**config.mk**
```make
export PLATFORM = sky130hd
export DESIGN_NAME = bus_arbiter
export DESIGN_NICKNAME = d
export VERILOG_FILES = /design/src/rtl/bus_arbiter_pkg.sv /design/src/rtl/bus_arbiter.sv
export SDC_FILE = /design/constraint.sdc
export NUM_CORES = 1
export LEC_CHECK = 0
export BUFFER_PORTS_ARGS = -buffer_cell sky130_fd_sc_hd__buf_2
export CORE_AREA = 3 3 124 126
export CTS_BUF_LIST = sky130_fd_sc_hd__clkbuf_2 sky130_fd_sc_hd__clkbuf_4 sky130_fd_sc_hd__clkbuf_8
export DETAILED_ROUTE_END_ITERATION = 12
export DIE_AREA = 0 0 127 129
export PLACE_DENSITY = 0.81
export SETUP_SLACK_MARGIN = 0.05
export SLEW_MARGIN = 5
export SYNTH_ARGS = -nofsm -noshare
export SYNTH_HDL_FRONTEND = slang
export SYNTH_SLANG_ARGS = --single-unit
```
**constraint.sdc**
```tcl
create_clock -name clk -period 5.89 [get_ports clk]
set_input_delay 1.178 -clock clk [delete_from_list [all_inputs] [get_ports clk]]
set_output_delay 1.178 -clock clk [all_outputs]
set_load 0.05 [all_outputs]
```
**src/rtl/bus_arbiter_pkg.sv**
```systemverilog
// ----------------------------------------------------------------------------
// bus_arbiter_pkg
//   Shared definitions for the fetch/data bus arbiter: FSM state encoding,
//   the state vector width, the timeout counter width and a small state
//   decode helper.
//   No ports (package).
// ----------------------------------------------------------------------------
package bus_arbiter_pkg;

    // Width of the arbiter state vector.
    localparam int ARB_STATE_W = 3;

    // Timeout counter width; wide enough for the largest legal TIMEOUT (255).
    localparam int ARB_CNT_W = 8;

    // A fetch always reads a full word.
    localparam logic [3:0] ARB_SEL_ALL = 4'hF;

    typedef enum logic [ARB_STATE_W-1:0] {
        ARB_IDLE     = 3'd0,
        ARB_BUSY_IF  = 3'd1,
        ARB_BUSY_MEM = 3'd2,
        ARB_ACK_IF   = 3'd3,
        ARB_ACK_MEM  = 3'd4
    } arb_state_t;

    // True while a bus cycle is in flight for either master.
    function automatic logic arb_is_busy(input arb_state_t s);
        return (s == ARB_BUSY_IF) || (s == ARB_BUSY_MEM);
    endfunction

endpackage

```
**src/rtl/bus_arbiter.sv**
```systemverilog
// ----------------------------------------------------------------------------
// bus_arbiter
//   Shares one external synchronous bus (wishbone-style cyc/ack) between the
//   instruction-fetch master and the data (load/store) master. One transfer
//   is in flight at a time; the data master has fixed priority over fetch so
//   the older instruction in the pipeline completes first. Every transfer
//   ends with a one-cycle ack to its owner, followed by a one-cycle bus gap.
//   A transfer whose slave does not answer within TIMEOUT busy cycles is
//   aborted: the owner still gets its ack (with zero read data) and err
//   pulses alongside it.
//
// Parameters
//   ADDR_W   address width
//   DATA_W   data width
//   TIMEOUT  busy cycles without bus_ack_i before abort (1..255)
//
// Ports
//   clk, rst                 clock (rising edge), async active-high reset
//   if_req_i / if_addr_i     fetch request and address (req held until ack)
//   if_rdata_o / if_ack_o    fetched word and its one-cycle ack
//   mem_req_i, mem_we_i,     data request, write enable, byte enables,
//   mem_sel_i, mem_addr_i,   address and store data (req held until ack)
//   mem_wdata_i
//   mem_rdata_o / mem_ack_o  load data and its one-cycle ack
//   bus_cyc_o, bus_we_o,     registered bus request side
//   bus_sel_o, bus_addr_o,
//   bus_wdata_o
//   bus_rdata_i, bus_ack_i   slave response
//   stallreq_o               combinational stall request to the pipeline ctrl
//   err_o                    one-cycle pulse on timeout abort
// ----------------------------------------------------------------------------
module bus_arbiter
    import bus_arbiter_pkg::*;
#(
    parameter int ADDR_W  = 32,
    parameter int DATA_W  = 32,
    parameter int TIMEOUT = 15
) (
    input  logic              clk,
    input  logic              rst,

    input  logic              if_req_i,
    input  logic [ADDR_W-1:0] if_addr_i,
    output logic [DATA_W-1:0] if_rdata_o,
    output logic              if_ack_o,

    input  logic              mem_req_i,
    input  logic              mem_we_i,
    input  logic [3:0]        mem_sel_i,
    input  logic [ADDR_W-1:0] mem_addr_i,
    input  logic [DATA_W-1:0] mem_wdata_i,
    output logic [DATA_W-1:0] mem_rdata_o,
    output logic              mem_ack_o,

    output logic              bus_cyc_o,
    output logic              bus_we_o,
    output logic [3:0]        bus_sel_o,
    output logic [ADDR_W-1:0] bus_addr_o,
    output logic [DATA_W-1:0] bus_wdata_o,
    input  logic [DATA_W-1:0] bus_rdata_i,
    input  logic              bus_ack_i,

    output logic              stallreq_o,
    output logic              err_o
);

    // Counter value on the last busy cycle before the abort. The counter
    // starts at 0 on the first busy cycle, so reaching TIMEOUT-1 without an
    // ack means TIMEOUT busy cycles have elapsed.
    localparam logic [ARB_CNT_W-1:0] CNT_LAST = ARB_CNT_W'(TIMEOUT - 1);

    arb_state_t           state_reg;
    logic [ARB_CNT_W-1:0] cnt_reg;

    logic                 bus_cyc_reg;
    logic                 bus_we_reg;
    logic [3:0]           bus_sel_reg;
    logic [ADDR_W-1:0]    bus_addr_reg;
    logic [DATA_W-1:0]    bus_wdata_reg;

    logic [DATA_W-1:0]    if_rdata_reg;
    logic [DATA_W-1:0]    mem_rdata_reg;
    logic                 if_ack_reg;
    logic                 mem_ack_reg;
    logic                 err_reg;

    // Which master owns the current busy state (only meaningful while busy).
    logic                 owner_is_mem;
    assign owner_is_mem = (state_reg == ARB_BUSY_MEM);

    always_ff @(posedge clk or posedge rst) begin
        if (rst) begin
            state_reg     <= ARB_IDLE;
            cnt_reg       <= '0;
            bus_cyc_reg   <= 1'b0;
            bus_we_reg    <= 1'b0;
            bus_sel_reg   <= '0;
            bus_addr_reg  <= '0;
            bus_wdata_reg <= '0;
            if_rdata_reg  <= '0;
            mem_rdata_reg <= '0;
            if_ack_reg    <= 1'b0;
            mem_ack_reg   <= 1'b0;
            err_reg       <= 1'b0;
        end else begin
            // Acks and err are single-cycle pulses unless re-armed below.
            if_ack_reg  <= 1'b0;
            mem_ack_reg <= 1'b0;
            err_reg     <= 1'b0;

            if (state_reg == ARB_IDLE) begin
                cnt_reg <= '0;
                // Data first: the load/store belongs to an older instruction
                // than the one being fetched.
                if (mem_req_i) begin
                    state_reg     <= ARB_BUSY_MEM;
                    bus_cyc_reg   <= 1'b1;
                    bus_we_reg    <= mem_we_i;
                    bus_sel_reg   <= mem_sel_i;
                    bus_addr_reg  <= mem_addr_i;
                    bus_wdata_reg <= mem_wdata_i;
                end else if (if_req_i) begin
                    state_reg     <= ARB_BUSY_IF;
                    bus_cyc_reg   <= 1'b1;
                    bus_we_reg    <= 1'b0;
                    bus_sel_reg   <= ARB_SEL_ALL;
                    bus_addr_reg  <= if_addr_i;
                    bus_wdata_reg <= '0;
                end
            end else if (arb_is_busy(state_reg)) begin
                // The request lines are deliberately not looked at here: a
                // master that withdraws mid-transfer still gets its ack,
                // since a store may already have reached the slave.
                if (bus_ack_i) begin
                    // A slave ack wins over a timeout on the same cycle.
                    bus_cyc_reg <= 1'b0;
                    bus_we_reg  <= 1'b0;
                    cnt_reg     <= '0;
                    if (owner_is_mem) begin
                        mem_rdata_reg <= bus_rdata_i;
                        mem_ack_reg   <= 1'b1;
                        state_reg     <= ARB_ACK_MEM;
                    end else begin
                        if_rdata_reg  <= bus_rdata_i;
                        if_ack_reg    <= 1'b1;
                        state_reg     <= ARB_ACK_IF;
                    end
                end else if (cnt_reg == CNT_LAST) begin
                    // Abort: release the bus, hand back zero data and flag it.
                    bus_cyc_reg <= 1'b0;
                    bus_we_reg  <= 1'b0;
                    cnt_reg     <= '0;
                    err_reg     <= 1'b1;
                    if (owner_is_mem) begin
                        mem_rdata_reg <= '0;
                        mem_ack_reg   <= 1'b1;
                        state_reg     <= ARB_ACK_MEM;
                    end else begin
                        if_rdata_reg  <= '0;
                        if_ack_reg    <= 1'b1;
                        state_reg     <= ARB_ACK_IF;
                    end
                end else begin
                    cnt_reg <= cnt_reg + 1'b1;
                end
            end else begin
                // ACK_IF / ACK_MEM (and any illegal code): requests are not
                // sampled here, which gives the one-cycle gap between
                // back-to-back transfers and keeps a still-high req from
                // being mistaken for a new one.
                state_reg <= ARB_IDLE;
                cnt_reg   <= '0;
            end
        end
    end

    assign bus_cyc_o   = bus_cyc_reg;
    assign bus_we_o    = bus_we_reg;
    assign bus_sel_o   = bus_sel_reg;
    assign bus_addr_o  = bus_addr_reg;
    assign bus_wdata_o = bus_wdata_reg;
    assign if_rdata_o  = if_rdata_reg;
    assign mem_rdata_o = mem_rdata_reg;
    assign if_ack_o    = if_ack_reg;
    assign mem_ack_o   = mem_ack_reg;
    assign err_o       = err_reg;

    // Stall while any master has an outstanding request; it clears in the
    // ack cycle so the pipeline can advance on the same edge the data lands.
    assign stallreq_o = (mem_req_i & ~mem_ack_reg) | (if_req_i & ~if_ack_reg);

endmodule
```
==> results.yml <==
power_and_ir_drop:
  p_leak_uw: 0.00415
  seqPwrFrac_pct: 32.1
  p_sw_uw: 2750
  comb_power_share_pct: 53.0
  ir_drop_mv: 0.488
  intPower_uw: 2550
  p_per_area_nw_per_um2: 694
  swShare_pct: 51.9
  power_frac_clock_pct: 15.0
yosys:
  syn_inst: 438
  yosysTopAreaCellShare_pct: 64.8
  ys_seq_area_share_pct: 64.8
  ys_ff_latch: 148
  synth.distinct_cells: 29
  avgSynthCellArea_um2: 13.1
  syn_area_um2: 5720
  yosysTopAreaCell: "dfrtp_1"
  ys_warn_count: 0
  ys_top_cells_by_area: "dfrtp_1, a22o_1, mux2i_1"
  syn-num-nets: 578
sta:
  setup_violations: 0
  period_minus_slack_ns: 3.26
  hold_slack_ns: 0.476
  slew-limit-headroom_pct: 17.1
  layout_worst_path_cycle_share_pct: 55.3
  final_max_slew_viol_count: 0
  timing.setup.tns_ns: 0
  hold_viol: 0
  tightest_slew_ns: 1.24
  fmaxAchievable_mhz: 307
  rsz0062_at_grt: "no"
  clock_skew_ns: 0.0125
placed_design:
  place_congestion: 0.779
  dpl.hpwl_um: 10500
  io_buffers: 275
final_layout:
  drive_above_1_share_pct: 44.8
  nNetsFinal: 844
  mostFrequentLayoutCells: "buf_2, dfrtp_1, a22o_1, nand2_1"
  area_growth_syn_to_layout_pct: 33.3
  final_core_util_pct: 52.8
  diodes: 0
  final_common_cell: "buf_2"
die:
  die_x_um: 127
  core-area_um2: 14400
  initial_core_util_pct: 39.7
  io_pins: 276
  die_area_um2: 16400
  die_h_um: 129
  rows: 44
min_path:
  holdPathStages: 2
  hold_class: "register to register"
critical_path:
  cp_data_required_time_ns: 4.71
  worstSetupPathType: "input port to output port"
  crit_arrival_ns: 2.08
  reg2reg_depth: 4
  end_kind: "output port"
  critPathLaunchType: "input port"
  cp_max_fo: 13
clock_tree:
  cts_hold_buffers: 0
  clock_latency_ns: 0.44
  cts_resized: 0
  cts_setup_buffers: 0
  cts_max_level: 4
  root_buffer: "clkbuf_8"
  numCtsBuffers: 17
  clkTransAtPathRegs_ns: 0.07
  cts.path.max_buffers: 2
  cts_sinks: 148
  cts_tree: "done"
global_routing:
  track_usage_pct: 17.7
  overflow: 0
  grt_max_degree: 91
  grt_pass1_wl_um: 22700
  grt_pass1_vias: 4455
  antenna_found_initial: 0
detailed_routing:
  drtIter0Drc: 129
  vias: 4457
  detail-route-antenna-nets: 0
  drc_errors: 0
  wl_per_cell_um: 16.3
  vias_per_cell: 4.95
  drt-total-wl_um: 14700
  dr.pass1.iters: 4
run:
  maxCapViolations: 0
outcome:
  status: "complete, no violations"
## kinds of logic (layout without fill, tap and decap cells)
group / Yosys count / in the layout / share of synthesized area, %
adder cells (fa/ha/maj): 2 / 2 / 0.437
XOR/XNOR: 7 / 7 / 1.07
buffers and inverters: 41 / 320 / 3.28
multiplexers: 33 / 33 / 5.80
AO/OA/AOI/OAI: 138 / 138 / 18.9
AND/OR/NAND/NOR: 69 / 69 / 5.75
flip-flops: 148 / 148 / 64.8
## per-stage QoR
step	setup WS, ns	area [um^2]	total power [uW]	instances
final	2.63	7620	5290	901
after CTS	2.62	7620	5340	901
after detailed placement	2.62	7220	4540	869
after global placement	2.64	7220	4490	869
after floorplan	0.732	5720	3860	438
after global routing	2.59	7620	5570	901
## critical path: stages
cell     delay, ns
buf_2         0.32
inv_1         0.12
o22ai_1       0.17
buf_2         0.29
## power groups by stage
stage	logic, uW	registers [uW]	clock network, uW
after floorplan	708	3150	0
final	2800	1700	792
after global routing	2960	1760	856
after CTS	2830	1700	818
after global placement	2790	1700	0
after detailed placement	2840	1700	0
## per-layer routing
| metal | wire [um] | vias to the layer above | GRT usage, % |
|---|---|---|---|
| li1 | - | 2123 | - |
| met2 | 7070 | 189 | 29.5 |
| met1 | 6090 | 2130 | 21.6 |
| met5 | 0 | - | 0 |
| met4 | 172 | 0 | 5.43 |
| met3 | 1380 | 15 | 6.64 |
## area by class of cell
type,count,area (um^2)
clock buffer,19,255
clock inverter,13,149
fill,1310,6800
inverter,8,35.0
multi-input combinational,249,1840
sequential,148,3700
tap,184,230
timing repair buffer,280,1410
## cells in the mapped netlist (all sizes together)
master  instances
a21boi          1
mux2            1
o22a            4
nand3           1
and3            1
nand2          37
xor2            4
nor3            5
o21ai          33
a22oi           1
o22ai           1
and2            5
buf            27
clkbuf          6
nand4           4
xnor2           3
nor3b           2
mux2i          32
a41o            1
nor2b           1
ha              2
a22o           96
nor2           13
a21oi           1
inv             8
dfrtp         148
## final timing paths
check / from / end / slack [ns]
max: mem_req_i / stallreq_o / 2.63
min: bus_addr_o[15] / bus_addr_o[15] / 0.48
max reg2reg: state_reg[1] / bus_we_o / 3.67
min reg2reg: bus_addr_o[15] / bus_addr_o[15] / 0.48
max in group asynchronous: rst / bus_addr_o[0] / 3.78
min in group asynchronous: rst / if_rdata_o[25] / 0.89
Power figures use the tool's default switching activity.
